===== config.mk =====
export PLATFORM = sky130hd
export DESIGN_NAME = uart_tx_frame
export DESIGN_NICKNAME = d
export VERILOG_FILES = /design/src/rtl/uart_pkg.sv /design/src/rtl/uart_bit_timer.sv /design/src/rtl/uart_tx_frame.sv
export SDC_FILE = /design/constraint.sdc
export NUM_CORES = 1
export LEC_CHECK = 0
export ABC_AREA = 0
export CORE_MARGIN = 2
export CORE_UTILIZATION = 47
export CTS_CLUSTER_SIZE = 16
export DETAILED_ROUTE_END_ITERATION = 6
export PLACE_DENSITY = 0.74
export SYNTH_ARGS = -nofsm -noshare
export SYNTH_HDL_FRONTEND = slang
export SYNTH_HIERARCHICAL = 1
export SYNTH_SLANG_ARGS = --single-unit

===== constraint.sdc =====
create_clock -name clk -period 1.42 [get_ports clk]
set_input_delay 0.284 -clock clk [delete_from_list [all_inputs] [get_ports clk]]
set_output_delay 0.284 -clock clk [all_outputs]
set_load 0.03 [all_outputs]

===== src/rtl/uart_pkg.sv =====
// Shared definitions for the UART transmit/receive blocks: parity modes,
// frame-state encoding and legal parameter ranges.
package uart_pkg;

   localparam int PAR_NONE = 0;
   localparam int PAR_ODD  = 1;
   localparam int PAR_EVEN = 2;

   localparam int DATA_BITS_MIN  = 5;
   localparam int DATA_BITS_MAX  = 9;
   localparam int OVERSAMPLE_MIN = 4;
   localparam int OVERSAMPLE_MAX = 64;

   typedef enum logic [2:0] {
      ST_IDLE  = 3'd0,
      ST_START = 3'd1,
      ST_DATA  = 3'd2,
      ST_PAR   = 3'd3,
      ST_STOP  = 3'd4
   } uart_state_e;

   // Zero-extension of the character does not change the XOR reduction.
   function automatic logic par_bit(input logic odd, input logic [DATA_BITS_MAX-1:0] d);
      return odd ? ~^d : ^d;
   endfunction

endpackage


===== src/rtl/uart_bit_timer.sv =====
// Counts OVERSAMPLE enable pulses per bit and flags the last one; clr restarts
// the count and swallows an enable pulse arriving in the same cycle.
module uart_bit_timer #(
   parameter int OVERSAMPLE = 16
) (
   input  logic clk,
   input  logic rst_n,
   input  logic clr,
   input  logic clken_os,
   output logic bit_end
);

   localparam int TW = $clog2(OVERSAMPLE);

   logic [TW-1:0] tick;

   assign bit_end = clken_os && (tick == TW'(OVERSAMPLE - 1));

   always_ff @(posedge clk) begin
      if (!rst_n)
         tick <= '0;
      else if (clr || bit_end)
         tick <= '0;
      else if (clken_os)
         tick <= tick + 1'b1;
   end

endmodule


===== src/rtl/uart_tx_frame.sv =====
// Parametrised UART transmitter: start bit, DATA_BITS data LSB first, optional
// parity, 1 or 2 stop bits, paced by an external oversample enable.
module uart_tx_frame
   import uart_pkg::*;
#(
   parameter int DATA_BITS  = 8,
   parameter int PARITY     = 0,
   parameter int STOP_BITS  = 1,
   parameter int OVERSAMPLE = 16
) (
   input  logic                 clk,
   input  logic                 rst_n,
   input  logic                 clken_os,
   input  logic                 tx_valid,
   input  logic [DATA_BITS-1:0] tx_data,
   output logic                 tx_ready,
   output logic                 txd,
   output logic                 tx_busy,
   output logic                 tx_done
);

   if (DATA_BITS < DATA_BITS_MIN || DATA_BITS > DATA_BITS_MAX) begin : g_bad_data_bits
      $error("uart_tx_frame: DATA_BITS must be 5..9");
   end
   if (PARITY != PAR_NONE && PARITY != PAR_ODD && PARITY != PAR_EVEN) begin : g_bad_parity
      $error("uart_tx_frame: PARITY must be 0, 1 or 2");
   end
   if (STOP_BITS != 1 && STOP_BITS != 2) begin : g_bad_stop_bits
      $error("uart_tx_frame: STOP_BITS must be 1 or 2");
   end
   if (OVERSAMPLE < OVERSAMPLE_MIN || OVERSAMPLE > OVERSAMPLE_MAX) begin : g_bad_oversample
      $error("uart_tx_frame: OVERSAMPLE must be 4..64");
   end

   localparam int BCW     = $clog2(DATA_BITS);
   localparam bit HAS_PAR = (PARITY != PAR_NONE);
   localparam bit IS_ODD  = (PARITY == PAR_ODD);

   uart_state_e          state;
   logic [DATA_BITS-1:0] shreg;
   logic                 par;
   logic [BCW-1:0]       bit_cnt;
   logic                 stop_cnt;
   logic                 accept;
   logic                 bit_end;

   assign tx_ready = (state == ST_IDLE);
   assign tx_busy  = (state != ST_IDLE);
   assign accept   = tx_valid && tx_ready;

   uart_bit_timer #(.OVERSAMPLE(OVERSAMPLE)) u_timer (
      .clk      (clk),
      .rst_n    (rst_n),
      .clr      (accept),
      .clken_os (clken_os),
      .bit_end  (bit_end)
   );

   // txd is loaded with the level of the state being entered, so the line
   // changes on the same edge as the state.
   always_ff @(posedge clk) begin
      if (!rst_n) begin
         state    <= ST_IDLE;
         txd      <= 1'b1;
         tx_done  <= 1'b0;
         shreg    <= '0;
         par      <= 1'b0;
         bit_cnt  <= '0;
         stop_cnt <= 1'b0;
      end else begin
         tx_done <= 1'b0;
         case (state)
            ST_IDLE: begin
               if (tx_valid) begin
                  shreg    <= tx_data;
                  par      <= par_bit(IS_ODD, DATA_BITS_MAX'(tx_data));
                  bit_cnt  <= '0;
                  stop_cnt <= 1'b0;
                  state    <= ST_START;
                  txd      <= 1'b0;
               end
            end
            ST_START: begin
               if (bit_end) begin
                  state <= ST_DATA;
                  txd   <= shreg[0];
               end
            end
            ST_DATA: begin
               if (bit_end) begin
                  if (bit_cnt == BCW'(DATA_BITS - 1)) begin
                     if (HAS_PAR) begin
                        state <= ST_PAR;
                        txd   <= par;
                     end else begin
                        state <= ST_STOP;
                        txd   <= 1'b1;
                     end
                  end else begin
                     shreg   <= shreg >> 1;
                     bit_cnt <= bit_cnt + 1'b1;
                     txd     <= shreg[1];
                  end
               end
            end
            ST_PAR: begin
               if (bit_end) begin
                  state <= ST_STOP;
                  txd   <= 1'b1;
               end
            end
            ST_STOP: begin
               if (bit_end) begin
                  if (stop_cnt == 1'(STOP_BITS - 1)) begin
                     state   <= ST_IDLE;
                     tx_done <= 1'b1;
                  end else begin
                     stop_cnt <= stop_cnt + 1'b1;
                  end
                  txd <= 1'b1;
               end
            end
            default: begin
               state <= ST_IDLE;
               txd   <= 1'b1;
            end
         endcase
      end
   end

endmodule


==> run summary <==
The kind of start point of the critical path is a flop. Once layout is done, the placed cells without fillers occupy 1620 sq um. After floorplanning, the core was sized to cover 2190 sq um. The via count of the first global-routing pass is 968.

The power dissipated by switching net loads is 0.000342 W. The required time reported for the critical path endpoint is 1.14 ns. The synthesized instance count came out at 113. Max-cap violations in this run came to 0.

The wire length of the first global-routing pass is 4130 um. The number of ports placed on the die boundary came out at 16. The part of the power in combinational logic is 21.2%. The global placement routability congestion is 0.750.

Counting every net in the synthesized netlist gives 128. The share of synthesized area occupied by flip-flops and latches came out at 37.2%. The library cells used most frequently in the layout, excluding fill and tap cells, are 23 x sky130_fd_sc_hd__buf_4, 13 x sky130_fd_sc_hd__dfxtp_1, 12 x sky130_fd_sc_hd__mux2i_1. The count of antenna diodes in the layout came out at 0. Detailed placement ended at an HPWL of 1650 um.

The transition at the pin with the smallest max-transition slack is 0.281 ns. Wires add up to 2680 um. The flow ran to the end, but the final reports show violations. STA classifies the critical path endpoint as a primary output.

The synthesized area divided by synthesized cell count is 9.52 sq um. The count of cell types in the netlist came out at 37. CTS placed an instance of sky130_fd_sc_hd__clkbuf_4 at the clock tree root. Of all cell types, the one taking the most synthesized area is sky130_fd_sc_hd__dfxtp_1. Setup violations remaining at the end of the flow were counted as 10. The number of synthesized register bits came out at 20.

The area share of the largest cell type after synthesis came out at 37.2%. The mapped cell area came out at 1080 sq um. The via-per-instance ratio came out at 5.74. Of the total power, the clock network draws 28.3%. The aggregate global routing overflow is 0. Setup repair after global routing could not meet its margin everywhere. The pin count of the biggest net entering global routing came out at 14. The number of remaining DRC errors came out at 0. The worst-case clock skew came out at 0.00556 ns. The height of the chip is 51.8 um.

The residual antenna-violating net count after detailed routing came out at 0. The static leakage came out at 0.606 nW. The clock period minus final worst setup slack came out at 1.52 ns.

The number of nets in the layout is 166. The worst endpoint data arrival time came out at 1.23 ns. The deepest clock path buffer count is 2. The tightest hold margin came out at 0.480 ns. The clock insertion delay at the later pin of the skew report is 0.31 ns. After floorplanning, the core was divided into 17 placement rows. Compared with the post-synthesis result, the final layout area differs by 50.6%. The ratio of cells with drive above 1 in the final layout came out at 39.3%. The normalized max-slew margin came out at 81.0%. By area the synthesized netlist is led by sky130_fd_sc_hd__dfxtp_1 37%, sky130_fd_sc_hd__mux2i_1 11%, sky130_fd_sc_hd__o311ai_0 5.7%. The iteration-0 DRC count of the detailed router came out at 22. The number of clock sinks seen by CTS is 20. The clock-pin slew on the worst setup and hold paths is 0.12 ns.

The proportion of total power due to net switching is 27.9%. The placed standard-cell area came out at 1380 sq um. The count of final hold-check violations came out at 0. Once routing completed, OpenROAD measured the worst setup slack at -0.0962 ns. The internal cell power is 0.000885 W. The library cell used most frequently in the layout, excluding fill and tap cells, is sky130_fd_sc_hd__buf_4. The number of iterations in the first detailed-routing pass came out at 4.

The highest net fanout along the worst path is 3. The count of yosys warnings during synthesis came out at 6. The timing-limited maximum frequency came out at 660 MHz. The maximum ir drop on the vdd rail came out at 645 uV. The number of clock buffers added by TritonCTS is 3. The power per cell area is 757 nW/um^2. The number of max-slew violations in the final report was 0. The worst setup path is of the reg -> out kind.

The wire length per cell came out at 15.1 um. The number of port buffers is 15. The final reports fail on negative setup slack. The post-route fraction of the period consumed by the critical path came out at 107%. The overall global routing resource usage came out at 20.8%. The die boundary width is 51.8 um.

The starting density of the core is 49.1%. The number of hold buffers added after cts is 0. The die footprint came out at 2690 sq um. TritonCTS built the clock tree. The share of total power dissipated in sequential elements is 50.5%. The number of levels the H-tree was split into came out at 1.

The detailed router placed 1021 vias in this run. The initial antenna violation count is 0. The path class of the tightest hold or removal check is reg -> reg.
registers in the layout (all words and copies together) (netlist names):
| name | count |
|---|---|
| state | 3 |
| shreg | 8 |
| tx_done | 1 |
| bit_cnt | 3 |
| u_timer/tick | 4 |
| txd | 1 |
kinds of logic (layout without fill, tap and decap cells):
family | Yosys count | count (layout) | synth area share, %
buf+inv | 11 | 47 | 6.39
flops | 20 | 20 | 37.2
fa+ha+maj | 3 | 3 | 3.49
simple gates | 34 | 34 | 19.5
compound gates | 30 | 31 | 19.8
xor+xnor | 3 | 3 | 2.44
mux | 12 | 12 | 11.2
cells in the mapped netlist:
library cell,n
sky130_fd_sc_hd__dfxtp_1,20
sky130_fd_sc_hd__mux2i_1,12
sky130_fd_sc_hd__a21oi_1,9
sky130_fd_sc_hd__nand2_1,7
sky130_fd_sc_hd__o21bai_1,7
sky130_fd_sc_hd__o311ai_0,7
sky130_fd_sc_hd__nor2_1,6
sky130_fd_sc_hd__clkbuf_1,4
sky130_fd_sc_hd__buf_6,3
sky130_fd_sc_hd__ha_1,3
sky130_fd_sc_hd__nor3b_1,3
sky130_fd_sc_hd__inv_1,2
sky130_fd_sc_hd__nand3_1,2
sky130_fd_sc_hd__nand3b_1,2
sky130_fd_sc_hd__nand4_1,2
sky130_fd_sc_hd__o21ai_0,2
sky130_fd_sc_hd__xor2_1,2
sky130_fd_sc_hd__a31oi_1,1
sky130_fd_sc_hd__and2_1,1
sky130_fd_sc_hd__and2b_4,1
sky130_fd_sc_hd__and3b_1,1
sky130_fd_sc_hd__and4_1,1
sky130_fd_sc_hd__and4_4,1
sky130_fd_sc_hd__buf_2,1
sky130_fd_sc_hd__buf_4,1
sky130_fd_sc_hd__nand2b_1,1
sky130_fd_sc_hd__nor2b_1,1
sky130_fd_sc_hd__nor3_1,1
sky130_fd_sc_hd__nor3_2,1
sky130_fd_sc_hd__nor4b_1,1
sky130_fd_sc_hd__o21a_1,1
sky130_fd_sc_hd__o21a_4,1
sky130_fd_sc_hd__o21ai_1,1
sky130_fd_sc_hd__o311a_1,1
sky130_fd_sc_hd__or3b_1,1
sky130_fd_sc_hd__or3b_4,1
sky130_fd_sc_hd__xnor2_1,1
worst max-delay path: stages, from the launching register on:
cell and delay, ns:
sky130_fd_sc_hd__dfxtp_4 0.38, sky130_fd_sc_hd__buf_6 0.12, sky130_fd_sc_hd__nor3_4 0.14, sky130_fd_sc_hd__buf_6 0.14, sky130_fd_sc_hd__inv_2 0.03, sky130_fd_sc_hd__buf_6 0.12
power groups by stage:
stage          Clock [W]  Sequential, W  Combinational (W)
6_report        0.000347       0.000619           0.000260
5_1_grt         0.000371       0.000622           0.000279
4_1_cts         0.000348       0.000615           0.000229
3_5_place_dp           0       0.000626           0.000202
3_3_place_gp           0       0.000623           0.000196
2_1_floorplan          0       0.000622           0.000124
routing by layer:
metal	up-vias	routed length [um]	GRT usage, %	part of all wire [%]
met5	-	0	0	0
met4	0	55	11.4	2.1
met3	6	92	3.16	3.4
met2	24	1320	34.0	49
met1	500	1210	26.1	45
li1	491	-	-	-
through the flow:
step	util (%)	instances	power (W)	TNS, ns	worst slack [ns]
2_1_floorplan	-	113	0.000746	-0.0741	-0.0310
3_3_place_gp	63.1	167	0.000819	-4.33	-0.341
3_5_place_dp	63.1	167	0.000828	-4.72	-0.380
4_1_cts	69.9	174	0.00119	-0.202	-0.106
5_1_grt	74.0	178	0.00127	-1.05	-0.141
6_report	74.0	178	0.00123	-0.369	-0.0962
area by class of cell:
cell class,instances,area [sq um]
inverter,2,7.51
tap,28,35.0
fill,149,571
sequential,20,412
timing repair buffer,41,357
clock buffer,4,36.3
multi-input combinational,83,773
repair_timing:
item,CTS,global route
setup endpoints to repair,15,15
cloned,1,0
gates resized for setup,27,10
pin swaps,3,2
setup buffers,2,4
path summary, 6_finish.rpt:
check                                                  start               endpoint  slack, ns  depth (start not counted)
worst max-delay path                   state[1]$_SDFFE_PN0P_                tx_busy       -0.1                          5
worst min-delay path                   shreg[7]$_SDFFE_PN0P_  shreg[7]$_SDFFE_PN0P_       0.48                          2
worst max register to register  u_timer/tick[1]$_SDFFE_PP0P_  shreg[3]$_SDFFE_PN0P_      -0.05                          6
worst min register to register         shreg[7]$_SDFFE_PN0P_  shreg[7]$_SDFFE_PN0P_       0.48                          2
Note: power is estimated with default switching activity, not from simulation.
